**src/rtl/unsigned_solve_v.sv**
```systemverilog
// Inverse of the forward calculator f = 7a - 3b + 6c (mod 256): sequentially searches
// a = 0..15, stepping the accumulator by 7 per candidate, and reports the unique match.
module unsigned_solve_v (
   input  logic       i_clk,
   input  logic       i_rst_n,
   input  logic       i_start,
   input  logic [7:0] i_fu,
   input  logic [3:0] i_bu,
   input  logic [3:0] i_cu,
   output logic [3:0] o_au,
   output logic       o_valid,
   output logic       o_busy,
   output logic       o_done
);

   typedef enum logic [1:0] {
      StIdle   = 2'd0,
      StSearch = 2'd1,
      StDone   = 2'd2
   } state_e;

   state_e     state_q, state_d;
   logic [7:0] f_q, f_d;
   logic [3:0] idx_q, idx_d;
   logic [7:0] acc_q, acc_d;
   logic [3:0] au_q, au_d;
   logic       valid_q, valid_d;

   logic [7:0] b_ext;
   logic [7:0] c_ext;
   logic [7:0] acc_init;

   // b and c only enter through the seed accumulator, so it is the captured form of both.
   always_comb begin
      b_ext    = {4'b0000, i_bu};
      c_ext    = {4'b0000, i_cu};
      acc_init = (c_ext << 2) + (c_ext << 1) - ((b_ext << 1) + b_ext);
   end

   always_comb begin
      state_d = state_q;
      f_d     = f_q;
      idx_d   = idx_q;
      acc_d   = acc_q;
      au_d    = au_q;
      valid_d = valid_q;

      case (state_q)
         StIdle: begin
            if (i_start) begin
               f_d     = i_fu;
               idx_d   = 4'd0;
               acc_d   = acc_init;
               valid_d = 1'b0;
               state_d = StSearch;
            end
         end
         StSearch: begin
            if (acc_q == f_q) begin
               au_d    = idx_q;
               valid_d = 1'b1;
               state_d = StDone;
            end else if (idx_q == 4'd15) begin
               au_d    = 4'd0;
               valid_d = 1'b0;
               state_d = StDone;
            end else begin
               idx_d = idx_q + 4'd1;
               acc_d = acc_q + 8'd7;
            end
         end
         StDone: begin
            state_d = StIdle;
         end
         default: begin
            state_d = StIdle;
         end
      endcase
   end

   always_ff @(posedge i_clk or negedge i_rst_n) begin
      if (!i_rst_n) begin
         state_q <= StIdle;
         f_q     <= 8'd0;
         idx_q   <= 4'd0;
         acc_q   <= 8'd0;
         au_q    <= 4'd0;
         valid_q <= 1'b0;
      end else begin
         state_q <= state_d;
         f_q     <= f_d;
         idx_q   <= idx_d;
         acc_q   <= acc_d;
         au_q    <= au_d;
         valid_q <= valid_d;
      end
   end

   always_comb begin
      o_au    = au_q;
      o_valid = valid_q;
      o_busy  = (state_q != StIdle);
      o_done  = (state_q == StDone);
   end

endmodule
```
**config.mk**
```make
export PLATFORM = sky130hd
export DESIGN_NAME = unsigned_solve_v
export DESIGN_NICKNAME = d
export VERILOG_FILES = /design/src/rtl/unsigned_solve_v.sv
export SDC_FILE = /design/constraint.sdc
export NUM_CORES = 1
export LEC_CHECK = 0
export CORE_ASPECT_RATIO = 1.5
export CORE_MARGIN = 3
export CORE_UTILIZATION = 56
export CTS_CLUSTER_DIAMETER = 40
export CTS_CLUSTER_SIZE = 25
export DETAILED_ROUTE_END_ITERATION = 6
export DONT_BUFFER_PORTS = 1
export PLACE_DENSITY = 0.81
export SKIP_LAST_GASP = 1
export SYNTH_ARGS = -nofsm -noshare
export SYNTH_HDL_FRONTEND = slang
export SYNTH_SLANG_ARGS = --single-unit
```
**constraint.sdc**
```tcl
create_clock -name i_clk -period 1.75 [get_ports i_clk]
set_input_delay 0.35 -clock i_clk [delete_from_list [all_inputs] [get_ports i_clk]]
set_output_delay 0.35 -clock i_clk [all_outputs]
set_load 0.02 [all_outputs]
```
Yosys cells after proc, flatten, opt, wreduce, memory -nomap -nowiden
Index checks and enable logic that the tools add are counted.
Operators by class
  add/sub/neg operators: 5
  $mul: 0
  div/mod/pow operators: 0
  order comparisons: 0
  eq/ne operators: 8
  shift-type cells: 0
  muxes and demuxes: 18
  bitwise gates (word level): 0
  reduce and logical (&&, ||, !) cells: 9
Operator list (count)
  $mux W8: 3
  $mux W4: 5
  $pmux W8 S2: 1
  $add A8 B3 Y8 const B: 1
  $eq A8 B8 Y1: 1
  $pmux W4 S2: 1
  $sub A7 B6 Y8: 1
  $add A6 B5 Y7: 1
  $add A5 B4 Y6: 1
  $mux W2: 3
  $ne A2 B2 Y1 const B: 3
  $reduce_and A2 Y1: 3
  $reduce_bool A2 Y1: 3
  $add A4 B1 Y4 const B: 1
  $eq A4 B4 Y1 const B: 1
  $pmux W2 S2: 1
  $reduce_and A4 Y1: 1
  $mux W1: 3
  $ne A3 B3 Y1 const B: 1
  $reduce_and A3 Y1: 1
  $eq A2 B1 Y1 const B: 1
  $eq A2 B2 Y1 const B: 1
  $logic_not A2 Y1: 1
  $pmux W1 S2: 1
Word-level totals
  bits in registers: 27
  latch bits: 0
  bits in writable memories: 0
  ROM bits: 0
  input bits: 19
  output and inout port bits: 7
  logic and storage cells: 46
  memories kept: 0

Depth between registers and ports, before layout
  depth in word-level cells: 4
  depth in mapped cells: 12
  mapped depth without buffers: 12

Worst setup path after synthesis
Ideal clock, no wire load.
  path kind: input to register
  from: in i_bu[1]
  to: reg acc_q[6]
  arrival time: 2518 ps
  required time: 1623 ps
  slack: -895 ps
  stages: 11
  buffers on the path: 0
  cell sequence: fa_1 -> fa_1 -> inv_1 -> ha_1 -> inv_1 -> fa_1 -> nor2b_1 -> o21a_1 -> nor3_1 -> o31ai_1 -> a2bb2oi_1
Between the ends
  word-level cells in the longest chain between the ends: 4
Ends and longest elaborated chain
  start: declaration: line 8  | input logic [3:0] i_bu,
  $add A5 B4 Y6: line 37  | acc_init = (c_ext << 2) + (c_ext << 1) - ((b_ext << 1) + b_ext);
  $sub A7 B6 Y8: line 37
  $mux W8: line 50  | if (i_start) begin
  $pmux W8 S2: line 48  | case (state_q)
  end signal: assignment: line 86  | acc_q <= 8'd0;
  end signal: assignment: line 93  | acc_q <= acc_d;
  end: declaration: line 25  | logic [7:0] acc_q, acc_d;
No other way between the ends. The select of a mux whose other input is x is not followed.
A chain may end at the register's enable or synchronous reset.

Worst setup path in the final report
  from: in i_bu[2]
  to: reg acc_q[6]
The elaborated chain is that of the path after synthesis.

==> flow_metrics.tcl <==
set metrics [dict create \
    status "finished with violations" \
    violations_in_the_final_reports "setup timing" \
    pwr-share-comb 0.566 \
    async_flop_share 1.00 \
    core_area_um2 2970 \
    dr.first_iter.drc_count 50 \
    worst_case_setup_margin_in_the_final_layout_ps -670 \
    fill_cells 208 \
    post_drt_antenna_nets 0 \
    drt-total-wl_um 3980 \
    p_switching_uw 1580 \
    placed_cells 234 \
    timing.final.max_slew_violations 0 \
    post_synth_num_cell_types 45 \
    cts_htree_levels 1 \
    cp.arrival_ps 2580 \
    io_pins 26 \
    critPathCaptureType "flop" \
    powerDensity_nw_per_um2 1760 \
    grt_overflow 0 \
    dp_hpwl_um 2920 \
    final_cell_mix "nand2_1, dfrtp_1, buf_4" \
    place.gp.congestion 0.860 \
    io_buffer_count 0 \
    timing.fmax_mhz 413 \
    groute.layer.met2.usage 0.411 \
    worst_skew_pair.late_latency_ps 280 \
    skew_ps 1.75 \
    grt_antenna_before_repair 0 \
    cap_violations 0 \
    finish.net_count 242 \
    share_seq_of_total_power 0.332 \
    worst_pin_slew_ps 396 \
    mostFrequentLayoutCell "nand2_1" \
    total_power_uw 3740 \
    tritoncts "done" \
    critical_path.startpoint "i_bu[2]" \
    synth_ff_type "dfrtp_1" \
    ff2ff_setup_slack_ps 10 \
    power.leakage_uw 0.00101 \
    clk_transition_reported_paths_ps 100 \
    antenna_cells 0 \
    synth.avg_cell_area_um2 9.80 \
    number_of_nets_in_the_synthesized_netlist 215 \
    die_h_um 74.9 \
    number_of_synthesized_register_bits 27 \
    drt-vias-per-instance 5.92 \
    fp.dieW_um 52.0 \
    mappedNetlistArea_um2 1770 \
    rows 24 \
    syn2layout_area_growth_pct 19.9 \
    hold_class "input port to flop" \
    power_frac_clock 0.102 \
    synthesis_warning_total 0 \
    grt.met3_usage 0.0356 \
    worstHoldStart "i_fu[4]" \
    buffer_levels_on_the_longest_clock_path 2 \
    number_of_non_filler_instances_in_the_completed_layout 246 \
    min_period_ps 2420 \
    post-route-period-util 1.38 \
    setup_viol 6 \
    number_of_global_route_vias_before_repair 1520 \
    dpl_worst_slack_ps -926 \
    route.detailed.drc 0 \
    grtUsageMet1 0.239 \
    vdd_drop_max_v 0.00105 \
    slew_headroom 0.736 \
    sw_frac_of_total 0.421 \
    maximum_number_of_pins_on_one_net_before_global_route_repair 28 \
    grt_setup_unrepaired "yes" \
    grt_first_pass_wirelength_um 6470 \
    route.detailed.wl_per_inst_um 16.2 \
    fraction_of_final_layout_cells_sized_beyond_drive_strength_1 0.266 \
    initial_utilization 0.597 \
    crit-reg2reg-launch "acc_q[0]$_DFFE_PN0P_" \
    worst_hold_slack_ps 168 \
    internal-power_uw 2170 \
    hold_violations 0 \
    grtUsageTotal 0.221 \
    synth_enable_flop_cells 0 \
    synth_cells 181 \
    setup.worst_path.start_class "input port" \
    cts.sink_count 27 \
    cts_root_buffer "clkbuf_8" \
    die_area_um2 3890 \
    total_via_count_after_detailed_routing 1457 \
    largest_driver_fanout_on_the_critical_path 2 \
    required_ps 1910 \
    cts_made_buffers 3 \
    drt_pre_antenna_iters 4 \
    timing.setup.critical_path_class "input port to flop" \
    register_area_share_after_synthesis 0.381 \
    gr-max-usage-layer "met2" \
]
==> flip-flops by register name (all words and copies together) (netlist names) <==
register,flops
acc_q,8
f_q,8
idx_q,4
o_au,4
state_q,2
o_valid,1
==> metal layers <==
layer  vias to the layer above  routed length (µm)
li1                        676                   -
met1                       718                1440
met2                        53                2270
met3                        10                 195
met4                         0                  80
met5                         -                   0
==> kinds of logic after synthesis <==
family | Yosys count | share of synthesized area
XOR/XNOR | 11 | 0.0628
AND/OR/NAND/NOR | 64 | 0.178
flip-flops | 27 | 0.381
adder cells (fa/ha/maj) | 15 | 0.135
multiplexers | 2 | 0.0120
buffers and inverters | 21 | 0.0487
AO/OA/AOI/OAI | 41 | 0.182
==> worst paths after layout <==
check | to | cells after the start
max | acc_q[6]$_DFFE_PN0P_ | 11
min | f_q[4]$_DFFE_PN0P_ | 2
max reg2reg | acc_q[0]$_DFFE_PN0P_ | 5
min reg2reg | f_q[7]$_DFFE_PN0P_ | 2
max in group asynchronous | o_au[3]$_DFFE_PN0P_ | 2
min in group asynchronous | f_q[2]$_DFFE_PN0P_ | 2
==> through the flow <==
stage | setup TNS (ps) | instance area [µm²] | util
after detailed placement | -4370 | 1970 | 0.661
after global routing | -3430 | 2130 | 0.715
after global placement | -4010 | 1970 | 0.661
final | -3050 | 2130 | 0.715
after CTS | -2750 | 2080 | 0.699
after floorplan | -3740 | 1800 | -
==> repair_timing <==
action / 4_1_cts / 5_1_grt
pin swaps: 2 / 5
buffers inserted: 3 / 3
hold endpoints to repair: 27 / 0
cloned: 0 / 0
setup endpoints to repair: 7 / 15
gates resized for setup: 2 / 6
hold buffers: 2 / 0
==> final cells by class <==
class / count / area (µm²) / area share
Clock inverter: 1 / 8.76 / 0.00412
Timing Repair Buffer: 27 / 221 / 0.104
Clock buffer: 3 / 41.3 / 0.0194
Inverter: 16 / 62.6 / 0.0294
Tap cell: 39 / 48.8 / 0.0229
Multi-Input combinational cell: 133 / 1070 / 0.502
Sequential cell: 27 / 676 / 0.318
==> power by group through the flow <==
stage	logic, µW	registers, µW	clock network [µW]
finish	2120	1240	381
global route	2310	1280	410
CTS	2010	1240	378
detailed placement	1930	1250	0
global placement	1830	1240	0
floorplan	1430	1220	0
==> critical path, stage by stage <==
cell and delay (ps):
fa_1 560, fa_1 450, inv_2 80, ha_4 130, inv_2 40, fa_2 350, nor2b_1 110, o21a_1 140
nor3_1 60, o31ai_1 220, a2bb2oi_1 90
==> Yosys cell counts, drive strengths merged, types with 2 or more instances <==
cell,count,area (µm²)
nand2,34,138
dfrtp,27,676
inv,16,60.1
xnor2,10,103
a21oi,9,45.0
o21ai,9,56.3
ha,8,100
fa,7,140
a22o,5,43.8
nor2,5,18.8
nor3,5,25.0
o21a,5,45.0
clkbuf,4,15.0
nand3,4,20.0
nand4,3,25.0
nor2b,3,18.8
a31oi,2,12.5
and2,2,12.5
and3,2,12.5
and4,2,20.0
nand2b,2,12.5
o2bb2a,2,40.0
Note: power is estimated with default switching activity, not from simulation.
